## src/rtl/waterloo_text_sequencer.sv

```systemverilog
// Frame-rate animation controller for the gold text overlay: typewriter reveal,
// hold, blink and left-to-right wipe of a per-character visibility mask.
module waterloo_text_sequencer #(
    parameter int NUM_CHARS    = 12,
    parameter int CHAR_FRAMES  = 4,
    parameter int HOLD_FRAMES  = 60,
    parameter int BLINK_FRAMES = 8,
    parameter int BLINK_COUNT  = 3,
    parameter int LOOP         = 1
) (
    input  logic                 clk,
    input  logic                 rst,
    input  logic                 frame_tick,
    input  logic                 start,
    input  logic                 abort,
    output logic [NUM_CHARS-1:0] char_visible,
    output logic                 busy,
    output logic                 done,
    output logic [2:0]           state
);

    localparam int MAX_CH      = (CHAR_FRAMES > HOLD_FRAMES) ? CHAR_FRAMES : HOLD_FRAMES;
    localparam int MAX_FRAMES  = (MAX_CH > BLINK_FRAMES) ? MAX_CH : BLINK_FRAMES;
    localparam int FCW         = $clog2(MAX_FRAMES + 1);
    localparam int BCW         = $clog2(2 * BLINK_COUNT + 1);

    localparam logic [FCW-1:0] CHAR_LAST  = FCW'(CHAR_FRAMES - 1);
    localparam logic [FCW-1:0] HOLD_LAST  = FCW'(HOLD_FRAMES - 1);
    localparam logic [FCW-1:0] BLINK_LAST = FCW'(BLINK_FRAMES - 1);
    localparam logic [BCW-1:0] BLINK_END  = BCW'(2 * BLINK_COUNT);

    typedef enum logic [2:0] {
        IDLE   = 3'd0,
        REVEAL = 3'd1,
        HOLD   = 3'd2,
        BLINK  = 3'd3,
        WIPE   = 3'd4
    } state_t;

    state_t               state_q, state_d;
    logic [NUM_CHARS-1:0] mask_q, mask_d;
    logic [FCW-1:0]       frame_cnt_q, frame_cnt_d;
    logic [BCW-1:0]       blink_cnt_q, blink_cnt_d;
    logic                 text_on_q, text_on_d;
    logic [NUM_CHARS-1:0] char_visible_q, char_visible_d;
    logic                 busy_q, busy_d;
    logic                 done_q, done_d;

    always_comb begin
        state_d     = state_q;
        mask_d      = mask_q;
        frame_cnt_d = frame_cnt_q;
        blink_cnt_d = blink_cnt_q;
        text_on_d   = text_on_q;
        done_d      = 1'b0;

        // abort outranks start and frame_tick in every state
        if (abort) begin
            state_d     = IDLE;
            mask_d      = '0;
            frame_cnt_d = '0;
            blink_cnt_d = '0;
            text_on_d   = 1'b1;
        end else begin
            case (state_q)
                IDLE: begin
                    if (start) begin
                        state_d     = REVEAL;
                        mask_d      = '0;
                        frame_cnt_d = '0;
                        blink_cnt_d = '0;
                        text_on_d   = 1'b1;
                    end
                end
                REVEAL: begin
                    if (frame_tick) begin
                        if (frame_cnt_q == CHAR_LAST) begin
                            frame_cnt_d = '0;
                            mask_d      = (mask_q << 1) | NUM_CHARS'(1);
                            if (mask_d == '1)
                                state_d = HOLD;
                        end else begin
                            frame_cnt_d = frame_cnt_q + FCW'(1);
                        end
                    end
                end
                HOLD: begin
                    if (frame_tick) begin
                        if (frame_cnt_q == HOLD_LAST) begin
                            state_d     = BLINK;
                            frame_cnt_d = '0;
                            blink_cnt_d = '0;
                        end else begin
                            frame_cnt_d = frame_cnt_q + FCW'(1);
                        end
                    end
                end
                BLINK: begin
                    if (frame_tick) begin
                        if (frame_cnt_q == BLINK_LAST) begin
                            frame_cnt_d = '0;
                            text_on_d   = ~text_on_q;
                            blink_cnt_d = blink_cnt_q + BCW'(1);
                            if (blink_cnt_d == BLINK_END) begin
                                state_d     = WIPE;
                                blink_cnt_d = '0;
                            end
                        end else begin
                            frame_cnt_d = frame_cnt_q + FCW'(1);
                        end
                    end
                end
                WIPE: begin
                    if (frame_tick) begin
                        if (frame_cnt_q == CHAR_LAST) begin
                            frame_cnt_d = '0;
                            mask_d      = mask_q << 1;
                            if (mask_d == '0) begin
                                done_d      = 1'b1;
                                text_on_d   = 1'b1;
                                blink_cnt_d = '0;
                                state_d     = (LOOP != 0) ? REVEAL : IDLE;
                            end
                        end else begin
                            frame_cnt_d = frame_cnt_q + FCW'(1);
                        end
                    end
                end
                default: begin
                    state_d     = IDLE;
                    mask_d      = '0;
                    frame_cnt_d = '0;
                    blink_cnt_d = '0;
                    text_on_d   = 1'b1;
                end
            endcase
        end

        busy_d         = (state_d != IDLE);
        char_visible_d = mask_q & {NUM_CHARS{text_on_q}};
    end

    always_ff @(posedge clk or posedge rst) begin
        if (rst) begin
            state_q        <= IDLE;
            mask_q         <= '0;
            frame_cnt_q    <= '0;
            blink_cnt_q    <= '0;
            text_on_q      <= 1'b1;
            char_visible_q <= '0;
            busy_q         <= 1'b0;
            done_q         <= 1'b0;
        end else begin
            state_q        <= state_d;
            mask_q         <= mask_d;
            frame_cnt_q    <= frame_cnt_d;
            blink_cnt_q    <= blink_cnt_d;
            text_on_q      <= text_on_d;
            char_visible_q <= char_visible_d;
            busy_q         <= busy_d;
            done_q         <= done_d;
        end
    end

    assign char_visible = char_visible_q;
    assign busy         = busy_q;
    assign done         = done_q;
    assign state        = state_q;

endmodule

```

## config.mk

```make
export PLATFORM = sky130hd
export DESIGN_NAME = waterloo_text_sequencer
export DESIGN_NICKNAME = d
export VERILOG_FILES = /design/src/rtl/waterloo_text_sequencer.sv
export SDC_FILE = /design/constraint.sdc
export NUM_CORES = 1
export LEC_CHECK = 0
export ABC_AREA = 0
export BUFFER_PORTS_ARGS = -buffer_cell sky130_fd_sc_hd__buf_4
export CAP_MARGIN = 20
export CORE_UTILIZATION = 61
export DETAILED_ROUTE_END_ITERATION = 10
export GPL_TIMING_DRIVEN = 0
export PLACE_DENSITY = 0.84
export SKIP_CTS_REPAIR_TIMING = 1
export SLEW_MARGIN = 20
export SYNTH_ARGS = -nofsm -noshare
export SYNTH_HDL_FRONTEND = slang
export SYNTH_SLANG_ARGS = --single-unit
```

## constraint.sdc

```tcl
create_clock -name clk -period 4.6 [get_ports clk]
set_input_delay 0 -clock clk [delete_from_list [all_inputs] [get_ports clk]]
set_output_delay 0 -clock clk [all_outputs]
set_load 0.03 [all_outputs]
```

# Word level (Yosys, flattened, before mapping)
# Index checks and enable logic that the tools add are counted.
# Widths: inputs -> output; s select.
[totals]
register_bits = 39
inputBits = 5
out_inout_bits = 17
[classes]
add_sub_neg = 2
n_eq_ne = 23
n_mux = 54
n_bitwise = 2
n_reduce_logical = 10
[op_table]
columns = ["cell", "n"]
rows = [
  ["$mux 12", 6],
  ["$mux 3", 23],
  ["$mux 6", 8],
  ["$pmux 12 s4", 1],
  ["$ne 3x3->1 const B", 10],
  ["$pmux 3 s5", 2],
  ["$pmux 6 s4", 1],
  ["$and 12x12->12", 1],
  ["$logic_not 12->1", 1],
  ["$mux 1", 12],
  ["$eq 11x11->1 const B", 1],
  ["$reduce_and 9->1", 1],
  ["$reduce_and 7->1", 1],
  ["$add 6x1->6 const B", 1],
  ["$eq 3x2->1 const B", 2],
  ["$eq 3x3->1 const B", 2],
  ["$eq 6x2->1 const B", 1],
  ["$eq 6x3->1 const B", 1],
  ["$eq 6x6->1 const B", 1],
  ["$reduce_and 6->1", 1],
  ["$reduce_or 2->1", 3],
  ["$ne 2x1->1 const B", 2],
  ["$pmux 1 s4", 1],
  ["$reduce_and 4->1", 1],
  ["7 further kinds", 7],
]

# Longest topological paths before layout
[logic_depth]
ltp_word = 8
depth_mapped = 7
depth_no_buf = 6

# Worst setup path before layout
# No wires, ideal clock.
[synth_timing]
path_type = "reg-to-reg"
from = "reg frame_cnt_q[0]"
to = "reg busy_q, in the netlist busy"
setup_ns = 0.131
t_arrival_ns = 1.893
setup_slack_ns = 2.575
stages_incl_launch_ff = 7
path_buffers = 0
period_less_slack_ns = 2.025
cell_sequence = "dfrtp_1 -> ha_1 -> nor2b_1 -> a41oi_1 -> nor4_1 -> or4_4 -> or3_1"
[synth_via]
elab_chain_cells = 6
elab_cells_between_ends = 14
[synth_rtl]
columns = ["element", "line", "rtl"]
rows = [
  ["start, declared", "42", "logic [FCW-1:0] frame_cnt_q, frame_cnt_d;"],
  ["start signal, assigned", "156", "frame_cnt_q <= frame_cnt_d;"],
  ["$eq 6x2->1 (tied with other cells)", "77, 115", ""],
  ["$mux 3 (on tied branches) (2 in a row)", "--", ""],
  ["$pmux 3 s5 (*)", "65", "case (state_q)"],
  ["$mux 3 (*)", "58", "if (abort) begin"],
  ["via state_d[0]", "40", "state_t state_q, state_d;"],
  ["$reduce_bool 3->1 (*)", "139", "busy_d = (state_d != IDLE);"],
  ["via busy_d", "46", "logic busy_q, busy_d;"],
  ["end signal, assigned", "160", "busy_q <= busy_d;"],
  ["end, declared", "46", ""],
]
# Mark *: on every way through the listed nets, which the timed path passes. The rest lies on a longest branch.
# A chain may end at the register's enable or synchronous reset.

# Final worst setup path
# Ends and elaborated chain as after synthesis.

==> metrics.txt <==
# TYPE chip_impl_metric gauge
chip_impl_metric{name="synth-warning-count",unit=""} 0
chip_impl_metric{name="cp_data_required_time",unit="ns"} 4.83
chip_impl_metric{name="overflow",unit=""} 0
chip_impl_info{name="nature_of_the_critical_path_startpoint",value="flop"} 1
chip_impl_metric{name="dieArea",unit="µm²"} 3360
chip_impl_metric{name="final_max_slew_viol_count",unit=""} 0
chip_impl_metric{name="gpl.final_weighted_congestion",unit=""} 0.947
chip_impl_info{name="rsz0062_at_grt",value="no"} 1
chip_impl_info{name="critical_path.slowest_cell",value="sky130_fd_sc_hd__or4_4"} 1
chip_impl_metric{name="max-slew-margin-rel",unit="%"} 49.1
chip_impl_metric{name="cap_viol_max_count",unit=""} 0
chip_impl_metric{name="synth_cell_types",unit=""} 45
chip_impl_metric{name="grt_start_max_net_pins",unit=""} 40
chip_impl_metric{name="final_period_minus_worst_setup_slack",unit="ns"} 2.21
chip_impl_metric{name="critical_path_arrival",unit="ns"} 2.45
chip_impl_metric{name="vias_per_cell",unit=""} 6.34
chip_impl_metric{name="total_power_per_unit_cell_area",unit="nW/µm²"} 320
chip_impl_metric{name="final_antenna_net_count",unit=""} 0
chip_impl_info{name="failing_checks",value="DRC"} 1
chip_impl_metric{name="clk-insertion-delay-late",unit="ns"} 0.35
chip_impl_metric{name="portBuffers",unit=""} 20
chip_impl_metric{name="report.power.total",unit="mW"} 0.709
chip_impl_metric{name="fin_crit_sh",unit="%"} 48.1
chip_impl_metric{name="detailroute.via_count",unit=""} 1655
chip_impl_info{name="run_status",value="finished with violations"} 1
chip_impl_metric{name="timing.final.hold_violations",unit=""} 0
chip_impl_metric{name="ys_ff_latch",unit=""} 39
chip_impl_metric{name="peakVddDrop",unit="mV"} 0.229
chip_impl_metric{name="detail_route.drc_violations",unit=""} 2
chip_impl_metric{name="clock_sink_count",unit=""} 39
chip_impl_metric{name="cellLeakagePower",unit="nW"} 1.06
chip_impl_metric{name="synth_seq_area_share",unit="%"} 51.1
chip_impl_metric{name="layout-area-overhead-vs-synth",unit="%"} 15.7
chip_impl_info{name="tritoncts",value="done"} 1
chip_impl_metric{name="global_route.usage.total",unit="%"} 28.2
chip_impl_metric{name="cts_max_level",unit=""} 2
chip_impl_metric{name="start_util",unit="%"} 67.1
chip_impl_metric{name="finalInstanceArea",unit="µm²"} 2210
chip_impl_metric{name="finish.net_count",unit=""} 237
chip_impl_metric{name="multiInputGateArea",unit="µm²"} 873
chip_impl_metric{name="core-area",unit="µm²"} 2850
chip_impl_info{name="crit_path_end_kind",value="flop"} 1
chip_impl_metric{name="number_of_inserted_filler_cells_in_the_final_layout",unit=""} 204
chip_impl_metric{name="io_pins",unit=""} 22
chip_impl_metric{name="max_stage_delay",unit="ns"} 0.52
chip_impl_metric{name="chipHeight",unit="µm"} 58
chip_impl_metric{name="drive_gt1_share",unit="%"} 17.4
chip_impl_metric{name="worst_clock_skew",unit="ns"} 0.00849
chip_impl_metric{name="max_freq",unit="GHz"} 0.452
chip_impl_metric{name="grt_pass1_wl",unit="µm"} 7120
chip_impl_metric{name="grt_antenna_before_repair",unit=""} 0
chip_impl_metric{name="post-dp-hpwl",unit="µm"} 2920
chip_impl_metric{name="cts.reportedPaths.clkPinSlew",unit="ns"} 0.11
chip_impl_metric{name="number_of_global_route_vias_before_repair",unit=""} 1711
chip_impl_info{name="worstHoldPathType",value="in2reg"} 1
chip_impl_metric{name="postSynthNetCount",unit=""} 209
chip_impl_info{name="crit_path_cell_trace",value="ha_1 > and2_1 > and3_1 > a31oi_1 > or4_4 > or3_1"} 1
chip_impl_metric{name="totalNegativeSetupSlack",unit="ns"} 0
chip_impl_info{name="clockRootBuffer",value="sky130_fd_sc_hd__clkbuf_4"} 1
chip_impl_info{name="crit_type",value="reg2reg"} 1
chip_impl_metric{name="diodes",unit=""} 0
chip_impl_metric{name="cts-root-to-sink-buffers",unit=""} 2
chip_impl_metric{name="detail_route.wl_per_cell",unit="µm"} 16.0
chip_impl_metric{name="fp-row-count",unit=""} 19
chip_impl_metric{name="detailedRoute.firstPassIterationCount",unit=""} 8
chip_impl_metric{name="synthArstFlopShare",unit="%"} 100
chip_impl_metric{name="synth.avg_cell_area",unit="µm²"} 9.52
chip_impl_metric{name="netlist_area",unit="µm²"} 1910
chip_impl_metric{name="transition_time_of_the_tightest_slew_check_pin",unit="ns"} 0.763
chip_impl_metric{name="dieWidth",unit="µm"} 58
chip_impl_metric{name="initial_drc_count",unit=""} 107
chip_impl_metric{name="cts-buffers-inserted",unit=""} 5
chip_impl_metric{name="sequential_cell_area_in_the_final_layout",unit="µm²"} 977
chip_impl_metric{name="route.final.wire_length",unit="µm"} 4170
chip_impl_metric{name="crit_path_max_fanout",unit=""} 6
chip_impl_metric{name="synth_edf_count",unit=""} 0
chip_impl_info{name="synth_ff_type",value="sky130_fd_sc_hd__dfrtp_1"} 1
chip_impl_metric{name="dpl-instance-area",unit="µm²"} 2100
chip_impl_metric{name="setup_violators_final",unit=""} 0
chip_impl_metric{name="syn-instance-count",unit=""} 201
## flip-flops by register name, indices dropped and copies added, names as in the netlist
register	flops
done	1
mask_q	12
char_visible	12
text_on_q	1
busy	1
frame_cnt_q	6
state	3
blink_cnt_q	3
## cell usage in the layout, fill, tap and decap left out, types with 6 or more instances in the layout
| cell type | instances |
|---|---|
| sky130_fd_sc_hd__and2_1 | 15 |
| sky130_fd_sc_hd__and3_1 | 7 |
| sky130_fd_sc_hd__buf_4 | 20 |
| sky130_fd_sc_hd__dfrtp_1 | 38 |
| sky130_fd_sc_hd__inv_1 | 6 |
| sky130_fd_sc_hd__nand2_1 | 32 |
| sky130_fd_sc_hd__nor2_1 | 7 |
| sky130_fd_sc_hd__o21ai_0 | 12 |
| sky130_fd_sc_hd__o21ai_1 | 11 |
## worst max-delay path: cells and delay by family (launching register included)
family                   cells  cell delay, ns
adder cells (fa/ha/maj)      1            0.26
AND/OR/NAND/NOR              4            1.36
flip-flops                   1            0.39
AO/OA/AOI/OAI                1            0.09
## worst paths after layout
kind                                start               to  slack, ns  depth (start not counted)
setup / recovery           frame_cnt_q[0]             busy       2.39                          6
hold / removal                      abort             done       0.01                          2
setup reg to reg           frame_cnt_q[0]             busy       2.39                          6
hold reg to reg            frame_cnt_q[1]   frame_cnt_q[1]       0.53                          2
max in group asynchronous             rst   blink_cnt_q[2]       3.77                          3
min in group asynchronous             rst  char_visible[8]       0.33                          3
## stage by stage
stage,hold WS (ns),setup slack [ns],instances,util (%)
2_1_floorplan,0.204,2.58,201,-
3_3_place_gp,0.344,2.45,252,73.7
3_5_place_dp,0.189,2.44,252,73.7
4_1_cts,-0.203,2.41,260,77.2
5_1_grt,0.0201,2.29,261,77.6
6_report,0.0129,2.39,261,77.6
## cells by family after synthesis
kind of cell	synth area share (%)
flops	51.1
mux	1.77
simple gates	27.1
fa+ha+maj	1.96
buf+inv	3.27
compound gates	13.4
xor+xnor	1.37
## power by group
| part | internal (mW) | leakage [nW] | switching (mW) |
|---|---|---|---|
| clock network | 0.170 | 0.0525 | 0.111 |
| registers | 0.350 | 0.537 | 0.00707 |
| logic | 0.0242 | 0.470 | 0.0469 |
## routing by layer
metal  wire [µm]  up-vias  global-route usage (%)
met3         294       16                    6.47
met2        2120       85                    47.9
li1            -      763                       -
met1        1640      791                    32.2
met4         116        0                    17.3
met5           0        -                       0
## cells in the mapped netlist, types with 3 or more instances
library cell                n  area, µm²
sky130_fd_sc_hd__nor3b_1    3       22.5
sky130_fd_sc_hd__a31oi_1    3       18.8
sky130_fd_sc_hd__and2_1    15       93.8
sky130_fd_sc_hd__nand3_1    5       25.0
sky130_fd_sc_hd__nor2b_1    3       18.8
sky130_fd_sc_hd__buf_2      5       25.0
sky130_fd_sc_hd__o21ai_1   11       55.1
sky130_fd_sc_hd__nand2_1   32        120
sky130_fd_sc_hd__clkbuf_1   3       11.3
sky130_fd_sc_hd__o21ai_0   12       60.1
sky130_fd_sc_hd__and3_1     7       43.8
sky130_fd_sc_hd__mux2_2     3       33.8
sky130_fd_sc_hd__dfrtp_1   38        951
sky130_fd_sc_hd__ha_1       3       37.5
sky130_fd_sc_hd__inv_1      7       26.3
sky130_fd_sc_hd__nor4_1     4       25.0
sky130_fd_sc_hd__nor2_1     7       26.3
sky130_fd_sc_hd__nor3_1     4       20.0
sky130_fd_sc_hd__nand4_1    5       31.3
## cell type report
cell class / instances / area share (%)
clock inverter: 2 / 2.71
multi-input combinational: 147 / 39.5
inverter: 7 / 1.19
buffer: 8 / 1.64
sequential: 39 / 44.1
timing repair buffer: 21 / 7.24
tap: 31 / 1.75
clock buffer: 6 / 1.87
Note: power is estimated with default switching activity, not from simulation.
